`src/rtl/point_sequencer.sv`:
```
// Walks a completed point frame by buffer index and drives the X/Y DACs,
// holding each point for a dwell that grows with beam travel before moving on.
module point_sequencer #(
    parameter int unsigned BASE_DWELL  = 4,
    parameter int unsigned BLANK_DWELL = 8,
    parameter int unsigned SLEW_SHIFT  = 6,
    parameter int unsigned CENTER      = 2048
) (
    input  logic        clk,
    input  logic        reset_n,
    input  logic        drawing,
    input  logic [10:0] num_pts,
    input  logic [24:0] point,
    output logic [10:0] index,
    output logic        done_drawing,
    output logic [11:0] x_out,
    output logic [11:0] y_out,
    output logic        blank,
    output logic        dac_load
);

    typedef enum logic [2:0] {IDLE, FETCH, LATCH, DWELL, DONE} state_t;

    function automatic logic [11:0] abs_diff(input logic [11:0] a, input logic [11:0] b);
        logic signed [12:0] d;
        logic signed [12:0] nd;
        d  = $signed({1'b0, a}) - $signed({1'b0, b});
        nd = -d;
        return d[12] ? nd[11:0] : d[11:0];
    endfunction

    function automatic logic [15:0] sat_add16(input logic [15:0] a, input logic [15:0] b);
        logic [16:0] s;
        s = {1'b0, a} + {1'b0, b};
        return s[16] ? 16'hFFFF : s[15:0];
    endfunction

    state_t      state_q, state_d;
    logic [10:0] index_q, index_d;
    logic [10:0] n_lat_q, n_lat_d;
    logic [15:0] cnt_q, cnt_d;
    // The DAC output registers double as the previous beam position.
    logic [11:0] x_q, x_d;
    logic [11:0] y_q, y_d;
    logic        blank_q, blank_d;
    logic        load_q, load_d;
    logic        done_q, done_d;

    logic [11:0] dx, dy, dmax, slew;
    logic [15:0] base, dwell;

    always_comb begin
        dx    = abs_diff(point[11:0], x_q);
        dy    = abs_diff(point[23:12], y_q);
        dmax  = (dx > dy) ? dx : dy;
        slew  = dmax >> SLEW_SHIFT;
        base  = point[24] ? 16'(BASE_DWELL) : 16'(BLANK_DWELL);
        dwell = sat_add16(base, {4'b0, slew});
    end

    always_comb begin
        state_d = state_q;
        index_d = index_q;
        n_lat_d = n_lat_q;
        cnt_d   = cnt_q;
        x_d     = x_q;
        y_d     = y_q;
        blank_d = blank_q;
        load_d  = 1'b0;
        done_d  = 1'b0;
        case (state_q)
            IDLE: begin
                blank_d = 1'b1;
                if (drawing) begin
                    n_lat_d = num_pts;
                    index_d = '0;
                    if (num_pts == '0) begin
                        state_d = DONE;
                        done_d  = 1'b1;
                    end else begin
                        state_d = FETCH;
                    end
                end
            end
            FETCH: state_d = LATCH;
            LATCH: begin
                x_d     = point[11:0];
                y_d     = point[23:12];
                blank_d = ~point[24];
                load_d  = 1'b1;
                cnt_d   = dwell;
                state_d = DWELL;
            end
            DWELL: begin
                if (cnt_q == '0) begin
                    if (index_q == n_lat_q - 11'd1) begin
                        state_d = DONE;
                        done_d  = 1'b1;
                        blank_d = 1'b1;
                    end else begin
                        index_d = index_q + 11'd1;
                        state_d = FETCH;
                    end
                end else begin
                    cnt_d = cnt_q - 16'd1;
                end
            end
            DONE: begin
                blank_d = 1'b1;
                state_d = IDLE;
            end
            default: state_d = IDLE;
        endcase
    end

    always_ff @(posedge clk or negedge reset_n) begin
        if (!reset_n) begin
            state_q <= IDLE;
            index_q <= '0;
            n_lat_q <= '0;
            cnt_q   <= '0;
            x_q     <= 12'(CENTER);
            y_q     <= 12'(CENTER);
            blank_q <= 1'b1;
            load_q  <= 1'b0;
            done_q  <= 1'b0;
        end else begin
            state_q <= state_d;
            index_q <= index_d;
            n_lat_q <= n_lat_d;
            cnt_q   <= cnt_d;
            x_q     <= x_d;
            y_q     <= y_d;
            blank_q <= blank_d;
            load_q  <= load_d;
            done_q  <= done_d;
        end
    end

    assign index        = index_q;
    assign done_drawing = done_q;
    assign x_out        = x_q;
    assign y_out        = y_q;
    assign blank        = blank_q;
    assign dac_load     = load_q;

endmodule

```
`config.mk`:
```
export PLATFORM = sky130hd
export DESIGN_NAME = point_sequencer
export DESIGN_NICKNAME = d
export VERILOG_FILES = /design/src/rtl/point_sequencer.sv
export SDC_FILE = /design/constraint.sdc
export NUM_CORES = 1
export LEC_CHECK = 0
export BUFFER_PORTS_ARGS = -buffer_cell sky130_fd_sc_hd__clkbuf_2
export CORE_AREA = 2 2 99 101
export DETAILED_ROUTE_END_ITERATION = 12
export DIE_AREA = 0 0 101 103
export GPL_TIMING_DRIVEN = 0
export PLACE_DENSITY = 0.78
export SLEW_MARGIN = 25
export SYNTH_ARGS = -nofsm -noshare
export SYNTH_HDL_FRONTEND = slang
export SYNTH_SLANG_ARGS = --single-unit
```
`constraint.sdc`:
```
create_clock -name clk -period 6.5 [get_ports clk]
set_clock_uncertainty 0.2 [all_clocks]
set_input_delay 1.3 -clock clk [delete_from_list [all_inputs] [get_ports clk]]
set_output_delay 1.3 -clock clk [all_outputs]
set_load 0.05 [all_outputs]
```
==> results.toml, run 1 <==
[worst_setup_path]
cpMaxStageDelayCell = "or4_1"
crit_type = "input port to flip-flop"
cp.arrival_ns = 6.34
cp-start-kind = "input port"
critPathTopFamily = "compound AO/OA/AOI/OAI gates"
worstPathRequired_ns = 6.60
crit_path_max_fanout = 10
end_kind = "flip-flop"
reg2reg_slack_ns = 0.95
cpPeakStageDelay_ns = 0.54
crit_buf_inv = 5

[logic_synthesis]
synth_top_area_share_pct = 30.4
syn_inst = 631
synth_edf_count = 0
syn_nets = 716
yosysWarnings = 0
async_flop_share_pct = 100
netlist_area_um2 = 5350
synth-seq-area-share_pct = 31.9
syn_area_per_cell_um2 = 8.48
synth_cell_types = 64
synth.area.top_cells = "dfrtp_1, ha_1, xnor2_1"
yosys.area.top_type = "dfrtp_1"
ys_ff_latch = 68
synthFlopType = "dfrtp_1"

[finish]
areaGrowthSynthToFinish_pct = 14.7
instances_no_fill = 838
seq_area_um2 = 1710
fin_util_pct = 64.9
multiInputGateArea_um2 = 3410
fillCellCount = 805
num_antenna_cells = 0
final_layout_size_suffix_gt1_share_pct = 17.1
layout.nets = 804

[global_routing]
grt_use_total_pct = 24.2
grt_max_degree = 41
antenna_found_initial = 0
grt_pass1_vias = 4693
grt_pass1_wl_um = 20300
grt-ovfl-total = 0

[flow_run]
max_cap_viol_count = 0

[power]
leakage_nw = 2.84
p_total_mw = 2.52
p_per_area_nw_per_um2 = 411
max-vdd-ir-drop_mv = 0.236

[timing]
tns_ns = 0
finalHoldViolations = 0
worst_pin_slew_ns = 0.703
slew_violations = 0
hold_ws_ns = 0.324
setup_viol = 0
fin_crit_ns = 6.24
max_freq_mhz = 160
fin_crit_sh_pct = 96.0
slew_headroom_pct = 52.7

[clocking]
worstSkewPairLatency_ns = 0.36
post_cts_buffers = 0
cts_sinks = 68
cts_inserted_buffers = 9
hold_buffers = 0
cts_tree = "built"
cts-root-buf = "clkbuf_8"
clk_pin_slew_ns = 0.07
htreeDepth = 3
cts_max_path_buffers = 2

[hold_path]
min_path_type = "flip-flop to flip-flop"

[floorplan]
die_y_um = 103
core_area_um2 = 9460
start_util_pct = 56.5
die_x_um = 101
rows = 36
die_area_um2 = 10400
ios = 77

[route]
totalWireLength_um = 12100
drt_first_pass_iters = 5
post-route-drc-count = 0
num_vias = 4786
first_iter_violations = 145
via_per_inst = 5.71
routedWlPerCell_um = 14.5
ant_nets = 0

[placed_design]
dp_cells = 822
port-buffer-count = 76
dp_hpwl_um = 9510
gp_congestion = 0.921

[outcome]
status = "complete, no violations"
-- registers in the layout (all words and copies together), names as in the netlist --
name / count
blank: 1
cnt_q: 16
dac_load: 1
done_drawing: 1
index: 11
n_lat_q: 11
state_q: 3
x_out: 12
y_out: 12
-- cell usage after synthesis (4+ instances only) --
master and number:
a211oi_1 7, dfrtp_1 65, nand3_1 18, nor3b_1 4, xnor2_1 47, ha_1 43, a31oi_1 6, nor2_1 62
mux2_2 10, inv_1 55, nand4_1 14, a21oi_1 31, and3_1 6, clkbuf_1 10, mux2i_1 6, or3_1 6
and2_1 4, nor4_1 8, a21o_1 10, o21ai_1 5, o21a_1 5, o21ai_0 47, nor3_1 21, nand2_1 55
xor2_1 26
-- cell usage in the layout (no fill, tap or decap), types with 4 or more instances in the layout --
cell type,instances
o21a_1,5
a21o_1,10
inv_1,55
and2_1,4
dfrtp_1,65
o21ai_1,5
nor4_1,8
ha_1,43
clkbuf_8,11
clkbuf_2,75
xor2_1,26
a31oi_1,6
nand3_1,18
and3_1,6
nand4_1,14
xnor2_1,47
a211oi_1,6
nand2_1,55
a21oi_1,31
or3_1,6
mux2i_1,6
nor3b_1,4
o21ai_0,47
mux2_2,10
nor3_1,20
nor2_1,62
clkbuf_1,11
-- cell type report --
type	instances	share of cell area, %
Clock inverter	4	0.775
Clock buffer	12	2.53
Inverter	55	3.36
Tap cell	114	2.32
Timing Repair Buffer	77	6.57
Multi-Input combinational cell	493	55.5
Sequential cell	68	27.8
Buffer	15	1.10
-- per-layer routing --
layer	GRT usage, %	vias to the layer above	part of all wire (%)
met5	0	-	0
met4	9.98	0	2.2
met3	3.73	28	4.3
met2	43.5	118	50
met1	29.0	2252	43
li1	-	2388	-
-- path summary, 6_finish.rpt --
check / to / start / cells past startpoint
max: cnt_q[6] / point[12] / 25
min: x_out[0] / x_out[0] / 2
max reg2reg: cnt_q[6] / y_out[0] / 23
min reg2reg: x_out[0] / x_out[0] / 2
max in group asynchronous: y_out[11] / reset_n / 2
min in group asynchronous: index[10] / reset_n / 1
-- what timing repair did --
item | in CTS | in global routing
setup endpoints to repair | 2 | 3
resized for setup | 1 | 4
pin swaps | 0 | 2
-- power by group --
| group | leakage [nW] | total, mW | switching (mW) | internal [mW] |
|---|---|---|---|---|
| Combinational | 1.91 | 1.55 | 0.904 | 0.641 |
| Sequential | 0.825 | 0.610 | 0.0897 | 0.521 |
| Clock | 0.102 | 0.368 | 0.171 | 0.197 |
-- stage by stage --
step                      worst slack [ns]  area (um^2)
final                                0.259         6140
after floorplan                      0.113         5350
after global placement              -0.342         5870
after global routing               -0.0272         6140
after CTS                           0.0783         6100
after detailed placement            -0.539         5890
-- worst register-to-register path, delay by kind of cell, from the launching register on --
| kind | cells | cell delay (ns) |
|---|---|---|
| AOI/OAI and AO/OA | 8 | 1.69 |
| muxes | 1 | 0.27 |
| DFF | 1 | 0.38 |
| and+or+nand+nor | 6 | 1.21 |
| buffers and inverters | 3 | 0.26 |
| xor gates and xnor gates | 1 | 0.20 |
| adders and majority gates | 4 | 1.27 |
-- cells by family (layout without fill, tap and decap cells) --
group           after synthesis  after routing  synth area share, %
simple gates                216            216                 19.6
fa+ha+maj                    46             46                 11.2
compound gates              142            142                 17.0
xor+xnor                     73             73                 12.0
mux                          16             16                 3.23
flops                        68             68                 31.9
buf+inv                      70            163                 5.12
Power figures use the tool's default switching activity.
==> run 2: changes to the inputs <==
--- a/config.mk
+++ b/config.mk
@@ -6,9 +6,11 @@
 export NUM_CORES = 1
 export LEC_CHECK = 0
 export BUFFER_PORTS_ARGS = -buffer_cell sky130_fd_sc_hd__clkbuf_2
-export CORE_AREA = 2 2 99 101
+export CELL_PAD_IN_SITES_DETAIL_PLACEMENT = 2
+export CELL_PAD_IN_SITES_GLOBAL_PLACEMENT = 2
+export CORE_AREA = 2 2 127 129
 export DETAILED_ROUTE_END_ITERATION = 12
-export DIE_AREA = 0 0 101 103
+export DIE_AREA = 0 0 129 131
 export GPL_TIMING_DRIVEN = 0
 export PLACE_DENSITY = 0.78
 export SLEW_MARGIN = 25
==> results.toml, run 2 (synthesis gave the netlist of run 1 again) <==
[placed_design]
gp_congestion = 0.767
dp_slack_ns = -0.673
port-buffer-count = 76
dp_hpwl_um = 13100

[floorplan]
core_area_um2 = 15600
start_util_pct = 34.3
die_x_um = 129
die_area_um2 = 16900
rows = 46
die_y_um = 131
ios = 77

[clocking]
cts_inserted_buffers = 9
htreeDepth = 3
cts_max_path_buffers = 2
cts-root-buf = "clkbuf_16"
cts_tree = "built"
worstSkewPairLatency_ns = 0.34
cts_sinks = 68
hold_buffers = 0
clk_pin_slew_ns = 0.06

[worst_setup_path]
path_cells = "clkbuf_2, inv_1, ha_1, inv_1, fa_2, a21o_1, buf_4, a22oi_1, a21oi_2, xnor2_1, o32ai_2, a31oi_4, xor2_1, inv_1, ha_1, nand4_1, nor3_1, o31a_1, ha_2, inv_1, fa_2, or4_4, nand3_1"
cpMaxStageDelayCell = "nor3_1"
worstPathRequired_ns = 6.57
cpPeakStageDelay_ns = 0.58
crit_buf_inv = 6
crit_path_max_fanout = 3
cp.arrival_ns = 6.51
critPathTopFamily = "adder cells"
end_kind = "flip-flop"
crit_type = "input port to flip-flop"
cp-start-kind = "input port"
cp_common_cell = "inv_1"

[route]
ant_nets = 0
totalWireLength_um = 17700
via_per_inst = 5.33
post-route-drc-count = 0
num_vias = 5070
first_iter_violations = 190
routedWlPerCell_um = 18.6
drt_first_pass_iters = 4

[power]
leakage_nw = 2.96
max-vdd-ir-drop_mv = 0.162
p_per_area_nw_per_um2 = 451

[timing]
max_freq_mhz = 155
fin_crit_sh_pct = 99.0
setup_viol = 0
hold_ws_ns = 0.326
slew_violations = 0
setup_ws_ns = 0.0638
fin_crit_ns = 6.44
finalHoldViolations = 0
slew_headroom_pct = 35.9
worst_pin_slew_ns = 0.953

[finish]
layout.nets = 816
num_antenna_cells = 0
final_common_cell = "clkbuf_2"
largest-register = "cnt_q"
areaGrowthSynthToFinish_pct = 22.0
final_cell_mix = "clkbuf_2, dfrtp_1, nor2_1, inv_1, nand2_1"
largest_register_ffs = 16
final_layout_size_suffix_gt1_share_pct = 20.1

[global_routing]
grt_pass1_vias = 5744
grt_use_total_pct = 21.2
antenna_found_initial = 0
grt_max_degree = 38
grt-ovfl-total = 0
grt_pass1_wl_um = 28400

[flow_run]
max_cap_viol_count = 0

[hold_path]
min_path_type = "flip-flop to flip-flop"

[outcome]
status = "complete, no violations"
[run 2: stage by stage]
stage          utilization [%]  TNS [ns]  instance area (um^2)  total power, mW  std cells
3_3_place_gp              38.5     -1.11                  6000             2.07        923
3_5_place_dp              38.6     -2.16                  6020             2.20        924
6_report                  41.8         0                  6530             2.94        952
2_1_floorplan                -         0                  5350             1.80        631
5_1_grt                   41.8    -0.327                  6530             3.19        952
4_1_cts                   40.7         0                  6350             2.80        940
[run 2: power breakdown]
part	switching [mW]	internal, mW
Sequential	0.0955	0.521
Clock	0.196	0.318
Combinational	1.06	0.747
[run 2: cell type report]
| class | instances | area [um^2] |
|---|---|---|
| multi-input cells | 493 | 3490 |
| clock buffers | 14 | 264 |
| plain buffers | 15 | 67.6 |
| fillers | 1736 | 9070 |
| repair buffers | 89 | 490 |
| flip-flops and latches | 68 | 1710 |
| well taps | 216 | 270 |
| clock inverters | 2 | 35.0 |
| inverters | 55 | 206 |
[run 2: what timing repair did]
action	CTS	global route
setup buffers	0	11
gates resized for setup	3	18
endpoints found under the setup margin	4	4
cloned	0	1
pin swaps	0	18
[run 2: worst register-to-register path, delay by kind of cell, from the launching register on]
family | cells | cell delay, ns
fa+ha+maj | 5 | 1.49
xor+xnor | 2 | 0.55
flops | 1 | 0.37
compound gates | 6 | 1.25
simple gates | 4 | 1.45
buf+inv | 4 | 0.35
[run 2: worst paths after layout]
| kind | cells past startpoint | startpoint | slack, ns | end |
|---|---|---|---|---|
| setup reg to reg | 21 | y_out[0] | 0.79 | cnt_q[6] |
| hold reg to reg | 2 | y_out[11] | 0.33 | y_out[11] |
| min in group asynchronous | 1 | reset_n | 0.75 | index[7] |
| hold / removal | 2 | y_out[11] | 0.33 | y_out[11] |
| setup / recovery | 23 | point[12] | 0.06 | cnt_q[6] |
| max in group asynchronous | 2 | reset_n | 4.70 | y_out[11] |
[run 2: routing by layer]
metal / track usage, % / wire length (um)
met5: 0 / 0
met4: 7.54 / 333
met3: 2.40 / 289
met2: 41.5 / 9860
met1: 23.6 / 7190
==> run 3: changes to the inputs <==
==> constraint.sdc (replaced) <==
create_clock -name clk -period 7.4 [get_ports clk]
set_clock_uncertainty 0.2 [all_clocks]
set_input_delay 1.48 -clock clk [delete_from_list [all_inputs] [get_ports clk]]
set_output_delay 1.48 -clock clk [all_outputs]
set_load 0.05 [all_outputs]
==> results.toml, run 3 (synthesis gave the netlist of run 1 again) <==
[timing]
fin_crit_sh_pct = 94.6
max_freq_mhz = 143
slew_violations = 0
setup_ws_ns = 0.402
slew_headroom_pct = 35.5
finalHoldViolations = 0
rsz0062_at_grt = "false"
setup_viol = 0
worst_pin_slew_ns = 0.959
tns_ns = 0
fin_crit_ns = 7.00

[power]
leakage_nw = 2.88
p_per_area_nw_per_um2 = 376
max-vdd-ir-drop_mv = 0.137

[global_routing]
grt_max_degree = 38
met3_usage_pct = 2.44
grtUsageMet2_pct = 41.2
grt_pass1_vias = 5728
grt_use_total_pct = 21.1
grt-busiest-layer = "met2"
grt.met1_usage_pct = 23.6
antenna_found_initial = 0
grt_pass1_wl_um = 28400
grt-ovfl-total = 0

[placed_design]
dp_hpwl_um = 13100
dp_cells = 924
gp_congestion = 0.767
dp_slack_ns = 0.0468
port-buffer-count = 76

[route]
post-route-drc-count = 0
via_per_inst = 5.28
routedWlPerCell_um = 17.5
drt_first_pass_iters = 4
first_iter_violations = 129
ant_nets = 0
num_vias = 4963
totalWireLength_um = 16500

[floorplan]
core_area_um2 = 15600
die_y_um = 131
rows = 46
ios = 77
die_area_um2 = 16900
die_x_um = 129
start_util_pct = 34.3

[worst_setup_path]
crit_type = "input port to flip-flop"
cpPeakStageDelay_ns = 0.77
reg2reg_depth = 23
cp.arrival_ns = 7.07
reg2reg_slack_ns = 1.30
crit_buf_inv = 5
critPathTopFamily = "compound AO/OA/AOI/OAI gates"
cpMaxStageDelayCell = "a2111oi_1"
worstPathRequired_ns = 7.48
end_kind = "flip-flop"
crit_cells = 25
crit_start = "point[12]"
crit_path_max_fanout = 10
timing.rr.start = "y_out[0]"
cp-start-kind = "input port"

[clocking]
cts_resized = 0
htreeDepth = 3
cts_inserted_buffers = 9
worstSkewPairLatency_ns = 0.34
cts-root-buf = "clkbuf_16"
hold_buffers = 0
clk_pin_slew_ns = 0.06
cts_tree = "built"
post_cts_buffers = 0
cts_sinks = 68
cts_max_path_buffers = 2

[finish]
final_common_cell = "clkbuf_2"
num_antenna_cells = 0
final_cell_mix = "clkbuf_2, dfrtp_1, nor2_1, inv_1, nand2_1"
final_layout_size_suffix_gt1_share_pct = 16.4
layout.nets = 804
instances_no_fill = 940
largest-register = "cnt_q"
largest_register_ffs = 16
areaGrowthSynthToFinish_pct = 18.2

[flow_run]
max_cap_viol_count = 0

[hold_path]
hold_depth = 2
min_path_type = "flip-flop to flip-flop"
min-delay-start = "y_out[11]"

[outcome]
status = "complete, no violations"
==> run 3: worst min-delay path, stage by stage, from the launching register on <==
cell and delay (ns):
dfstp_2 0.37, inv_1 0.06, o21ai_0 0.09
==> run 3: layer usage <==
layer / vias to the layer above / wire [um]
li1: 2394 / -
met1: 2491 / 6970
met2: 59 / 8910
met3: 19 / 281
met4: 0 / 331
met5: - / 0
==> run 3: power breakdown <==
group | switching [mW] | internal (mW)
registers | 0.0842 | 0.458
logic | 0.833 | 0.548
clock network | 0.173 | 0.280
total | 1.09 | 1.29
==> run 3: final timing paths <==
path                              to
min reg2reg                y_out[11]
min                        y_out[11]
max reg2reg                 cnt_q[6]
min in group asynchronous   index[7]
max                         cnt_q[6]
max in group asynchronous  y_out[11]
==> run 3: metrics by stage <==
stage,hold WS [ns],total power [mW],util [%],cell area (um^2)
floorplan,0.279,1.58,-,5350
global placement,0.299,1.82,38.5,6000
detailed placement,0.327,1.93,38.6,6020
CTS,0.338,2.42,40.5,6320
global route,0.374,2.60,40.5,6320
finish,0.327,2.38,40.5,6320
==> run 3: layout make-up <==
type                    instances  area [um^2]
fillers                      1759         9280
clock buffers                  14          264
clock inverters                 2         35.0
inverters                      55          206
plain buffers                  15         67.6
repair buffers                 77          403
flip-flops and latches         68         1710
multi-input cells             493         3370
well taps                     216          270
